<file path="src/rtl/seq_add_sub.sv">
// Multi-cycle adder/subtractor: one CHUNK-bit slice per clock, LSB first, carry held between slices.
// Optional saturation on signed overflow when SEQ_ADD_SUB_SAT_EN is defined (adds the sat input).
module seq_add_sub #(
  parameter int SIZE  = 32,
  parameter int CHUNK = 8
) (
  input  logic            clk,
  input  logic            rst_n,
  input  logic            start_valid,
  output logic            start_ready,
  input  logic [SIZE-1:0] a,
  input  logic [SIZE-1:0] b,
  input  logic            sub,
  input  logic            ci,
`ifdef SEQ_ADD_SUB_SAT_EN
  input  logic            sat,
`endif
  output logic [SIZE-1:0] r,
  output logic            co,
  output logic            ovf,
  output logic            zero,
  output logic            busy,
  output logic            done,
  output logic [1:0]      dbg_state
);

  localparam int NCHUNK = SIZE / CHUNK;
  localparam int CW     = (NCHUNK > 1) ? $clog2(NCHUNK) : 1;

  typedef enum logic [1:0] {
    IDLE = 2'd0,
    RUN  = 2'd1,
    DONE = 2'd2
  } state_t;

  state_t          state;
  logic [SIZE-1:0] a_q;
  logic [SIZE-1:0] b_q;
  logic [SIZE-1:0] sum_q;
  logic            carry;
  logic [CW-1:0]   cnt;
`ifdef SEQ_ADD_SUB_SAT_EN
  logic            sat_q;
`endif

  logic [CHUNK-1:0] a_sl;
  logic [CHUNK-1:0] b_sl;
  logic [CHUNK:0]   slice_sum;
  logic [SIZE-1:0]  sum_nxt;
  logic [SIZE-1:0]  r_nxt;
  logic             ovf_nxt;
  logic             last;

  // Handshake: a request is accepted on a rising edge where start_valid && start_ready;
  // start_ready is high in IDLE and DONE, low in RUN, and start_valid is ignored in RUN.
  assign start_ready = (state != RUN);
  assign busy        = (state == RUN);
  assign dbg_state   = state;
  assign last        = (cnt == CW'(NCHUNK - 1));

  always_comb begin
    a_sl      = a_q[cnt*CHUNK +: CHUNK];
    b_sl      = b_q[cnt*CHUNK +: CHUNK];
    slice_sum = {1'b0, a_sl} + {1'b0, b_sl} + {{CHUNK{1'b0}}, carry};
    sum_nxt   = sum_q;
    sum_nxt[cnt*CHUNK +: CHUNK] = slice_sum[CHUNK-1:0];
    // b_q already holds the inverted operand for subtraction
    ovf_nxt   = (a_q[SIZE-1] == b_q[SIZE-1]) && (sum_nxt[SIZE-1] != a_q[SIZE-1]);
    r_nxt     = sum_nxt;
`ifdef SEQ_ADD_SUB_SAT_EN
    if (sat_q && ovf_nxt)
      r_nxt = a_q[SIZE-1] ? {1'b1, {(SIZE-1){1'b0}}} : {1'b0, {(SIZE-1){1'b1}}};
`endif
  end

  always_ff @(posedge clk or negedge rst_n) begin
    if (!rst_n) begin
      state <= IDLE;
      a_q   <= '0;
      b_q   <= '0;
      sum_q <= '0;
      carry <= 1'b0;
      cnt   <= '0;
      r     <= '0;
      co    <= 1'b0;
      ovf   <= 1'b0;
      zero  <= 1'b0;
      done  <= 1'b0;
`ifdef SEQ_ADD_SUB_SAT_EN
      sat_q <= 1'b0;
`endif
    end else begin
      done <= 1'b0;
      case (state)
        IDLE, DONE: begin
          if (start_valid) begin
            a_q   <= a;
            b_q   <= sub ? ~b : b;
            carry <= sub ? 1'b1 : ci;
            cnt   <= '0;
`ifdef SEQ_ADD_SUB_SAT_EN
            sat_q <= sat;
`endif
            state <= RUN;
          end else begin
            state <= IDLE;
          end
        end
        RUN: begin
          sum_q <= sum_nxt;
          carry <= slice_sum[CHUNK];
          if (last) begin
            r     <= r_nxt;
            co    <= slice_sum[CHUNK];
            ovf   <= ovf_nxt;
            zero  <= (r_nxt == '0);
            done  <= 1'b1;
            state <= DONE;
          end else begin
            cnt <= cnt + CW'(1);
          end
        end
        default: state <= IDLE;
      endcase
    end
  end

endmodule

</file>
<file path="config.mk">
export PLATFORM = sky130hd
export DESIGN_NAME = seq_add_sub
export DESIGN_NICKNAME = d
export VERILOG_FILES = /design/src/rtl/seq_add_sub.sv
export SDC_FILE = /design/constraint.sdc
export NUM_CORES = 1
export LEC_CHECK = 0
export ABC_CLOCK_PERIOD_IN_PS = 4900
export BUFFER_PORTS_ARGS = -buffer_cell sky130_fd_sc_hd__buf_2
export CAP_MARGIN = 20
export CELL_PAD_IN_SITES_DETAIL_PLACEMENT = 0
export CELL_PAD_IN_SITES_GLOBAL_PLACEMENT = 1
export CORE_MARGIN = 3
export CORE_UTILIZATION = 38
export DETAILED_ROUTE_END_ITERATION = 10
export MAX_ROUTING_LAYER = met4
export PLACE_DENSITY = 0.73
export SLEW_MARGIN = 10
export SYNTH_ARGS = -nofsm -noshare
export SYNTH_HDL_FRONTEND = slang
export SYNTH_SLANG_ARGS = --single-unit
export TNS_END_PERCENT = 10
</file>
<file path="constraint.sdc">
create_clock -name clk -period 4.9 [get_ports clk]
set_input_delay 0.49 -clock clk [delete_from_list [all_inputs] [get_ports clk]]
set_output_delay 0.49 -clock clk [all_outputs]
set_load 0.02 [all_outputs]
</file>
==> results of run 1 <==
[worst max-delay path, cell delays in order (launching register included)]
cell	delay [ns]
sky130_fd_sc_hd__dfrtp_1	0.72
sky130_fd_sc_hd__mux4_2	0.60
sky130_fd_sc_hd__fa_1	0.46
sky130_fd_sc_hd__fa_1	0.43
sky130_fd_sc_hd__and3_1	0.22
sky130_fd_sc_hd__o21ai_1	0.21
sky130_fd_sc_hd__a21oi_1	0.14
sky130_fd_sc_hd__a211oi_2	0.62
sky130_fd_sc_hd__o41ai_1	0.19
sky130_fd_sc_hd__a32o_1	0.24
[state kept, by name, summed over array words and instances (netlist names)]
signal / flops
b_q: 32
carry: 1
ovf: 1
zero: 1
done: 1
co: 1
a_q: 32
dbg_state: 2
r: 32
cnt: 2
sum_q: 32
[routing by layer]
layer / vias up / share of wire
met2: 159 / 0.50
met3: 17 / 0.046
met4: 0 / 0.012
met5: - / 0
met1: 2356 / 0.45
li1: 2289 / -
[stage by stage]
stage | cells | power (mW)
after CTS | 905 | 6.81
after global routing | 905 | 7.26
final | 905 | 6.74
after global placement | 873 | 5.45
after floorplan | 577 | 4.41
after detailed placement | 873 | 5.54
[cells by family (layout without fill, tap and decap cells)]
family / after synthesis / after routing / synth area share
AND/OR/NAND/NOR: 152 / 152 / 0.106
flip-flops: 137 / 137 / 0.523
buffers and inverters: 46 / 154 / 0.0292
AO/OA/AOI/OAI: 142 / 142 / 0.152
XOR/XNOR: 36 / 36 / 0.0481
adder cells (fa/ha/maj): 15 / 15 / 0.0309
multiplexers: 49 / 49 / 0.111
[worst min-delay path by stage]
stage	from	endpoint	slack, ns	depth (start not counted)
floorplan	rst_n	a_q[0]	0.19	0
finish	rst_n	r[0]	0.18	1
global route	rst_n	r[30]	0.25	1
CTS	rst_n	r[2]	0.21	1
global placement	b_q[22]	b_q[22]	0.46	2
detailed placement	r[31]	r[31]	0.46	2
[report_power, final]
part | internal, mW | switching (mW) | total (mW)
clock | 0.749 | 0.498 | 1.25
combinational | 1.30 | 2.23 | 3.53
sequential | 1.64 | 0.330 | 1.96
total | 3.69 | 3.05 | 6.74
[cells in the final DEF, fill, tap and decap left out, types with 4 or more instances in the layout]
cell type | netlist | final
sky130_fd_sc_hd__ha_1 | 13 | 13
sky130_fd_sc_hd__inv_1 | 6 | 6
sky130_fd_sc_hd__a221oi_1 | 21 | 21
sky130_fd_sc_hd__nand2_1 | 56 | 56
sky130_fd_sc_hd__xnor2_1 | 34 | 34
sky130_fd_sc_hd__buf_4 | 1 | 4
sky130_fd_sc_hd__buf_2 | 2 | 107
sky130_fd_sc_hd__mux2_2 | 32 | 32
sky130_fd_sc_hd__o21ai_0 | 50 | 50
sky130_fd_sc_hd__a21oi_1 | 9 | 9
sky130_fd_sc_hd__mux4_2 | 16 | 16
sky130_fd_sc_hd__o21a_1 | 6 | 6
sky130_fd_sc_hd__nor2_1 | 57 | 57
sky130_fd_sc_hd__dfrtp_1 | 137 | 137
sky130_fd_sc_hd__nor3_1 | 7 | 7
sky130_fd_sc_hd__clkbuf_16 | 0 | 17
sky130_fd_sc_hd__clkinv_4 | 0 | 4
sky130_fd_sc_hd__a22o_1 | 31 | 31
sky130_fd_sc_hd__nor4_1 | 4 | 4
sky130_fd_sc_hd__clkinv_2 | 0 | 5
[cell type report]
| class | count | area [um^2] | area share |
|---|---|---|---|
| timing repair buffer | 112 | 577 | 0.0735 |
| inverter | 10 | 42.5 | 0.00542 |
| clock buffer | 17 | 425 | 0.0542 |
| sequential | 137 | 3430 | 0.437 |
| clock inverter | 15 | 153 | 0.0195 |
| tap | 220 | 275 | 0.0351 |
| multi-input combinational | 394 | 2940 | 0.375 |
==> results.txt, run 1 <==
Most common cell in the synthesized netlist -> sky130_fd_sc_hd__dfrtp_1
Critical path startpoint -> cnt[0]
Number of clock sinks -> 137
Number of CTS-inserted buffers -> 17
Diode count -> 0
NumNets Final -> 756
Minimum clock period after layout -> 3.95 ns
Top achievable clock speed -> 0.253 GHz
Yosys warnings -> 0
Routed WL per cell -> 17.7 um
Layout Skew -> 0.00712 ns
Instance area at placement -> 7270 um^2
Core Footprint -> 16800 um^2
CTS clk-pin slew, worst paths -> 0.06 ns
Latest clock arrival within the worst-skew pair -> 0.42 ns
Max Buffers Root-to-Sink -> 2
CP arrival -> 4.25 ns
CP Data Required Time -> 5.20 ns
Layer with the highest usage after global routing -> met2
Cell type with the highest aggregate area in the netlist -> sky130_fd_sc_hd__dfrtp_1
Post-route setup slack -> 0.949 ns
Post-detailed-route DRC marker count -> 0
Pre-CTS setup slack -> 0.927 ns
Met2 Track Usage GR -> 0.296
Top cell type's share of synthesized area -> 0.523
Setup repair after global routing missed its margin -> false
CTS H-Tree Depth -> 4
Overall die area -> 18900 um^2
Initial antenna violation count -> 0
Number of routed nets with antenna violations -> 0
First-pass GRT wire length -> 26100 um
Total congestion overflow -> 0
Top cells by count, synth -> sky130_fd_sc_hd__dfrtp_1, sky130_fd_sc_hd__nor2_1, sky130_fd_sc_hd__nand2_1
Worst reg2reg endpoint -> zero
Number of max-slew violations in the final report -> 0
Reg2reg path depth -> 9
Flop2flop setup slack -> 0.95 ns
Final period utilization -> 0.806
Number of rows created at floorplan -> 47
First-iteration detailed-routing DRC count -> 333
CTS tree -> yes
Starting density of the core -> 0.391
Dominant synthesized flop cell -> sky130_fd_sc_hd__dfrtp_1
Post-synthesis sequential element count -> 137
Final sum of negative setup slack -> 0 ns
Gate count after technology mapping -> 577
Clock root buffer -> sky130_fd_sc_hd__clkbuf_16
Met1 track demand over resource in global routing -> 0.238
Max-Slew Margin vs Limit -> 0.332
Crit Path Class -> register to register
Beginning of the worst register-to-register path -> cnt[0]
I/O Buffers -> 108
Number of setup violations in the final report -> 0
Fill cells -> 1565
Detailed Route WL -> 16000 um
Number of post-CTS setup repair buffers -> 0
Detailed placer's ending HPWL -> 11600 um
Cell area after synthesis -> 6560 um^2
Path type of the worst min-delay path -> input port to async pin
Maximum vdd drop -> 0.553 mV
Number of failing hold endpoints at the final stage -> 0
Sequential-to-total area share from yosys stat -> 0.523
Run status -> finished, final reports clean
Main area contributors after synthesis -> sky130_fd_sc_hd__dfrtp_1, sky130_fd_sc_hd__mux2_2, sky130_fd_sc_hd__mux4_2
Share of the core filled with cells -> 0.468
Post-synth cell types -> 59
Last element of the critical path -> zero
IO Count -> 109
Number of detailed-routing iterations run before antenna repair -> 7
Number of max-capacitance violations reported -> 0
Per-instance average area after synthesis -> 11.4 um^2
Pin slew with the least headroom to its limit -> 1.00 ns
Vias per cell -> 5.33
GR Layer Usage met3 -> 0.0460
Die Width -> 137 um
Max Fanout on Critical Path -> 14
Placer congestion estimate -> 0.916
Gates resized, CTS repair -> 0
Startpoint type of the worst setup path -> register
Proportion of synthesized flip-flops having asynchronous set or reset -> 1.00
Final hold slack -> 0.176 ns
EDFF count, synth -> 0
Net count after synthesis -> 661
Critical path capture point type -> register
Hold bufs inserted after CTS -> 0
Pin count of the biggest net entering global routing -> 101
Area Growth Syn to Fin -> 19.7%
Static leakage power -> 3.60 nW
Via count -> 4821
Power per cell area -> 859 nW/um^2
Fraction of final layout cells with drive strength greater than 1 -> 0.293
Overall track demand over capacity in global routing -> 0.185
Die height -> 137 um
Final instance area -> 7850 um^2
Vias in the first global route -> 4966
Note: power is estimated with default switching activity, not from simulation.
==> inputs of run 2 (changes only) <==
--- a/config.mk
+++ b/config.mk
@@ -5,7 +5,8 @@
 export SDC_FILE = /design/constraint.sdc
 export NUM_CORES = 1
 export LEC_CHECK = 0
-export ABC_CLOCK_PERIOD_IN_PS = 4900
+export ABC_AREA = 1
+export ABC_CLOCK_PERIOD_IN_PS = 3700
 export BUFFER_PORTS_ARGS = -buffer_cell sky130_fd_sc_hd__buf_2
 export CAP_MARGIN = 20
 export CELL_PAD_IN_SITES_DETAIL_PLACEMENT = 0
@@ -14,7 +15,7 @@
 export CORE_UTILIZATION = 38
 export DETAILED_ROUTE_END_ITERATION = 10
 export MAX_ROUTING_LAYER = met4
-export PLACE_DENSITY = 0.73
+export PLACE_DENSITY = 0.77
 export SLEW_MARGIN = 10
 export SYNTH_ARGS = -nofsm -noshare
 export SYNTH_HDL_FRONTEND = slang
==> constraint.sdc (replaced) <==
create_clock -name clk -period 3.7 [get_ports clk]
set_input_delay 0.37 -clock clk [delete_from_list [all_inputs] [get_ports clk]]
set_output_delay 0.37 -clock clk [all_outputs]
set_load 0.02 [all_outputs]
==> run 2 against run 1 <==
Net effect:
- the flow now finishes with violations (hold timing)
- final cell count increased by 31%
- die area increased by 3.5%
- maximum frequency increased by 25%
- final area increased by 3.8%
- combinational power increased by 22%
- largest power group unchanged
==> results.txt, run 2 <==
Beginning of the worst register-to-register path -> cnt[0] (unchanged)
Number of setup violations in the final report -> 0 (unchanged)
Cell area after synthesis -> 6800 um^2 (was 6560 um^2)
Minimum clock period after layout -> 3.17 ns (was 3.95 ns)
Worst reg2reg endpoint -> zero (unchanged)
Maximum vdd drop -> 0.488 mV (was 0.553 mV)
Number of failing hold endpoints at the final stage -> 3 (was 0)
Overall die area -> 19500 um^2 (was 18900 um^2)
Fraction of final layout cells with drive strength greater than 1 -> 0.187 (was 0.293)
Area of the multi-input gates -> 3010 um^2 (was 2940 um^2)
Top achievable clock speed -> 0.315 GHz (was 0.253 GHz)
Relative contribution of sequential cells to total power -> 0.297 (was 0.291)
Most common cell after layout, fill and taps aside -> sky130_fd_sc_hd__nand2_1 (was sky130_fd_sc_hd__dfrtp_1)
Int Power -> 4.54 mW (was 3.69 mW)
Top cell type's share of synthesized area -> 0.504 (was 0.523)
Highest-count cells in the layout ignoring fill and taps -> sky130_fd_sc_hd__nand2_1, sky130_fd_sc_hd__dfrtp_1, sky130_fd_sc_hd__buf_2 (was sky130_fd_sc_hd__dfrtp_1, sky130_fd_sc_hd__buf_2, sky130_fd_sc_hd__nor2_1)
CTS H-Tree Depth -> 4 (unchanged)
CTS tree -> yes (unchanged)
Power share of the combinational group -> 0.505 (was 0.524)
Layer with the highest usage after global routing -> met2 (unchanged)
CP Data Required Time -> 4.02 ns (was 5.20 ns)
Main area contributors after synthesis -> sky130_fd_sc_hd__dfrtp_1, sky130_fd_sc_hd__nand2_1, sky130_fd_sc_hd__o21ai_0 (was sky130_fd_sc_hd__dfrtp_1, sky130_fd_sc_hd__mux2_2, sky130_fd_sc_hd__mux4_2)
Max Buffers Root-to-Sink -> 2 (unchanged)
NumNets Final -> 1033 (was 756)
Net count after synthesis -> 936 (was 661)
Number of detailed-routing iterations run before antenna repair -> 5 (was 7)
Final sum of negative setup slack -> 0 ns (unchanged)
Gate count after technology mapping -> 852 (was 577)
Hold bufs inserted after CTS -> 0 (unchanged)
Non-filler instance count after layout -> 1187 (was 905)
Violations in the final reports -> hold timing
Fill cells -> 1769 (was 1565)
Max Fanout on Critical Path -> 32 (was 14)
Instance area at placement -> 7560 um^2 (was 7270 um^2)
Critical path capture point type -> register (unchanged)
Flop2flop setup slack -> 0.53 ns (was 0.95 ns)
Number of CTS-inserted buffers -> 17 (unchanged)
Routed WL per cell -> 15.6 um (was 17.7 um)
Vias in the first global route -> 5802 (was 4966)
Run status -> finished, violations left (was finished, final reports clean)
Cell type with the highest aggregate area in the netlist -> sky130_fd_sc_hd__dfrtp_1 (unchanged)
Via count -> 5765 (was 4821)
Pin slew with the least headroom to its limit -> 0.974 ns (was 1.00 ns)
Final instance area -> 8140 um^2 (was 7850 um^2)
Critical path startpoint -> cnt[0] (unchanged)
Post-synthesis sequential element count -> 137 (unchanged)
Starting density of the core -> 0.390 (was 0.391)
Clock power frac -> 0.198 (was 0.185)
Post-synth cell types -> 29 (was 59)
Most common cell in the synthesized netlist -> sky130_fd_sc_hd__nand2_1 (was sky130_fd_sc_hd__dfrtp_1)
CP arrival -> 3.49 ns (was 4.25 ns)
Yosys warnings -> 0 (unchanged)
EDFF count, synth -> 0 (unchanged)
Top cells by count, synth -> sky130_fd_sc_hd__nand2_1, sky130_fd_sc_hd__dfrtp_1, sky130_fd_sc_hd__o21ai_0 (was sky130_fd_sc_hd__dfrtp_1, sky130_fd_sc_hd__nor2_1, sky130_fd_sc_hd__nand2_1)
Number of post-CTS setup repair buffers -> 0 (unchanged)
Power per cell area -> 1050 nW/um^2 (was 859 nW/um^2)
IO Count -> 109 (unchanged)
Post-detailed-route DRC marker count -> 0 (unchanged)
Number of cells in the design after placement -> 1155 (was 873)
Switching portion of total power -> 0.467 (was 0.453)
Die Width -> 140 um (was 137 um)
Switching power total -> 3.98 mW (was 3.05 mW)
Vias per cell -> 4.86 (was 5.33)
Layout Skew -> 0.00967 ns (was 0.00712 ns)
Dominant synthesized flop cell -> sky130_fd_sc_hd__dfrtp_1 (unchanged)
First-pass GRT wire length -> 30700 um (was 26100 um)
Gates resized, CTS repair -> 0 (unchanged)
Detailed placer's ending HPWL -> 13300 um (was 11600 um)
Final period utilization -> 0.857 (was 0.806)
Core Footprint -> 17400 um^2 (was 16800 um^2)
Static leakage power -> 4.17 nW (was 3.60 nW)
I/O Buffers -> 108 (unchanged)
Proportion of synthesized flip-flops having asynchronous set or reset -> 1.00 (unchanged)
Number of max-slew violations in the final report -> 0 (unchanged)
Placer congestion estimate -> 0.874 (was 0.916)
Total congestion overflow -> 0 (unchanged)
Number of max-capacitance violations reported -> 0 (unchanged)
Number of clock sinks -> 137 (unchanged)
Final hold slack -> -0.00788 ns (was 0.176 ns)
Number of routed nets with antenna violations -> 0 (unchanged)
Crit Path Class -> register to register (unchanged)
Overall track demand over capacity in global routing -> 0.204 (was 0.185)
Max-Slew Margin vs Limit -> 0.350 (was 0.332)
GR Layer Usage met3 -> 0.0430 (was 0.0460)
Latest clock arrival within the worst-skew pair -> 0.43 ns (was 0.42 ns)
Startpoint type of the worst setup path -> register (unchanged)
Met2 Track Usage GR -> 0.324 (was 0.296)
Number of rows created at floorplan -> 48 (was 47)
Clock root buffer -> sky130_fd_sc_hd__clkbuf_16 (unchanged)
Detailed Route WL -> 18500 um (was 16000 um)
Diode count -> 0 (unchanged)
Share of the core filled with cells -> 0.467 (was 0.468)
Initial antenna violation count -> 0 (unchanged)
Area Growth Syn to Fin -> 19.7% (about the same)
First-iteration detailed-routing DRC count -> 355 (was 333)
Per-instance average area after synthesis -> 7.98 um^2 (was 11.4 um^2)
Reg2reg path depth -> 16 (was 9)
Setup repair after global routing missed its margin -> false (unchanged)
Met1 track demand over resource in global routing -> 0.264 (was 0.238)
Sequential-to-total area share from yosys stat -> 0.504 (was 0.523)
CTS clk-pin slew, worst paths -> 0.06 ns (about the same)
Die height -> 140 um (was 137 um)
Path type of the worst min-delay path -> input port to async pin (unchanged)
Sequential cell area -> 3430 um^2 (unchanged)
Pin count of the biggest net entering global routing -> 99 (was 101)
==> run 2: cell count changes after synthesis, moves of 21 or more <==
cell,before,now
sky130_fd_sc_hd__a22o_1,31,0
sky130_fd_sc_hd__o21ai_0,50,102
sky130_fd_sc_hd__nand3_1,2,24
sky130_fd_sc_hd__inv_1,6,47
sky130_fd_sc_hd__nand2_1,56,301
sky130_fd_sc_hd__a221oi_1,21,0
sky130_fd_sc_hd__mux2_2,32,0
==> run 2: critical path, stage by stage, from the launching register on <==
cell                      delay, ns
sky130_fd_sc_hd__dfrtp_1       0.40
sky130_fd_sc_hd__buf_4         0.24
sky130_fd_sc_hd__o21ai_0       0.19
sky130_fd_sc_hd__o22ai_1       0.12
sky130_fd_sc_hd__fa_1          0.47
sky130_fd_sc_hd__fa_1          0.57
sky130_fd_sc_hd__nand3_1       0.11
sky130_fd_sc_hd__o22ai_1       0.37
sky130_fd_sc_hd__nor2_1        0.08
sky130_fd_sc_hd__nand2_1       0.13
sky130_fd_sc_hd__nor2_1        0.06
sky130_fd_sc_hd__nand2_1       0.05
sky130_fd_sc_hd__nor2_1        0.04
sky130_fd_sc_hd__nand3_1       0.07
sky130_fd_sc_hd__nor2_1        0.05
sky130_fd_sc_hd__nand2_1       0.06
sky130_fd_sc_hd__nand2_1       0.04
==> run 2: final cells by class <==
class	count	area share
Sequential cell	137	0.421
Multi-Input combinational cell	621	0.370
Timing Repair Buffer	119	0.0788
Clock buffer	18	0.0527
Tap cell	225	0.0346
Inverter	53	0.0244
Clock inverter	14	0.0181
==> run 2: per-stage QoR <==
step	setup WS, ns	power (mW)
after global placement	0.595	6.82
after CTS	0.526	8.59
after global routing	0.273	9.34
after floorplan	0.781	5.54
final	0.530	8.52
after detailed placement	0.554	6.87
==> run 2: routing by layer <==
layer  part of all wire  vias to the layer above  wire [um]
met4              0.017                        0        305
met1               0.46                     2667       8550
li1                   -                     2931          -
met3              0.046                       18        841
met5                  0                        -          0
met2               0.48                      149       8780
==> run 2: cells by family (layout without fill, tap and decap cells) <==
| kind of cell | count (synthesis) | count (layout) | synth area share |
|---|---|---|---|
| adders and majority gates | 15 | 15 | 0.0298 |
| DFF | 137 | 137 | 0.504 |
| and+or+nand+nor | 426 | 426 | 0.255 |
| AOI/OAI and AO/OA | 148 | 148 | 0.117 |
| buffers and inverters | 94 | 204 | 0.0532 |
| xor gates and xnor gates | 32 | 32 | 0.0412 |
==> run 2: worst max-delay path by stage <==
stage               endpoint  cells past startpoint
floorplan               zero                     21
global placement        zero                     16
detailed placement      zero                     16
CTS                     zero                     16
global route            zero                     16
finish                  zero                     16
==> run 2: power by group through the flow <==
stage / logic [mW] / registers (mW) / clock network [mW]
finish: 4.31 / 2.53 / 1.69
detailed placement: 4.32 / 2.55 / 0
CTS: 4.33 / 2.54 / 1.73
floorplan: 2.90 / 2.64 / 0
global route: 4.94 / 2.61 / 1.79
global placement: 4.27 / 2.54 / 0
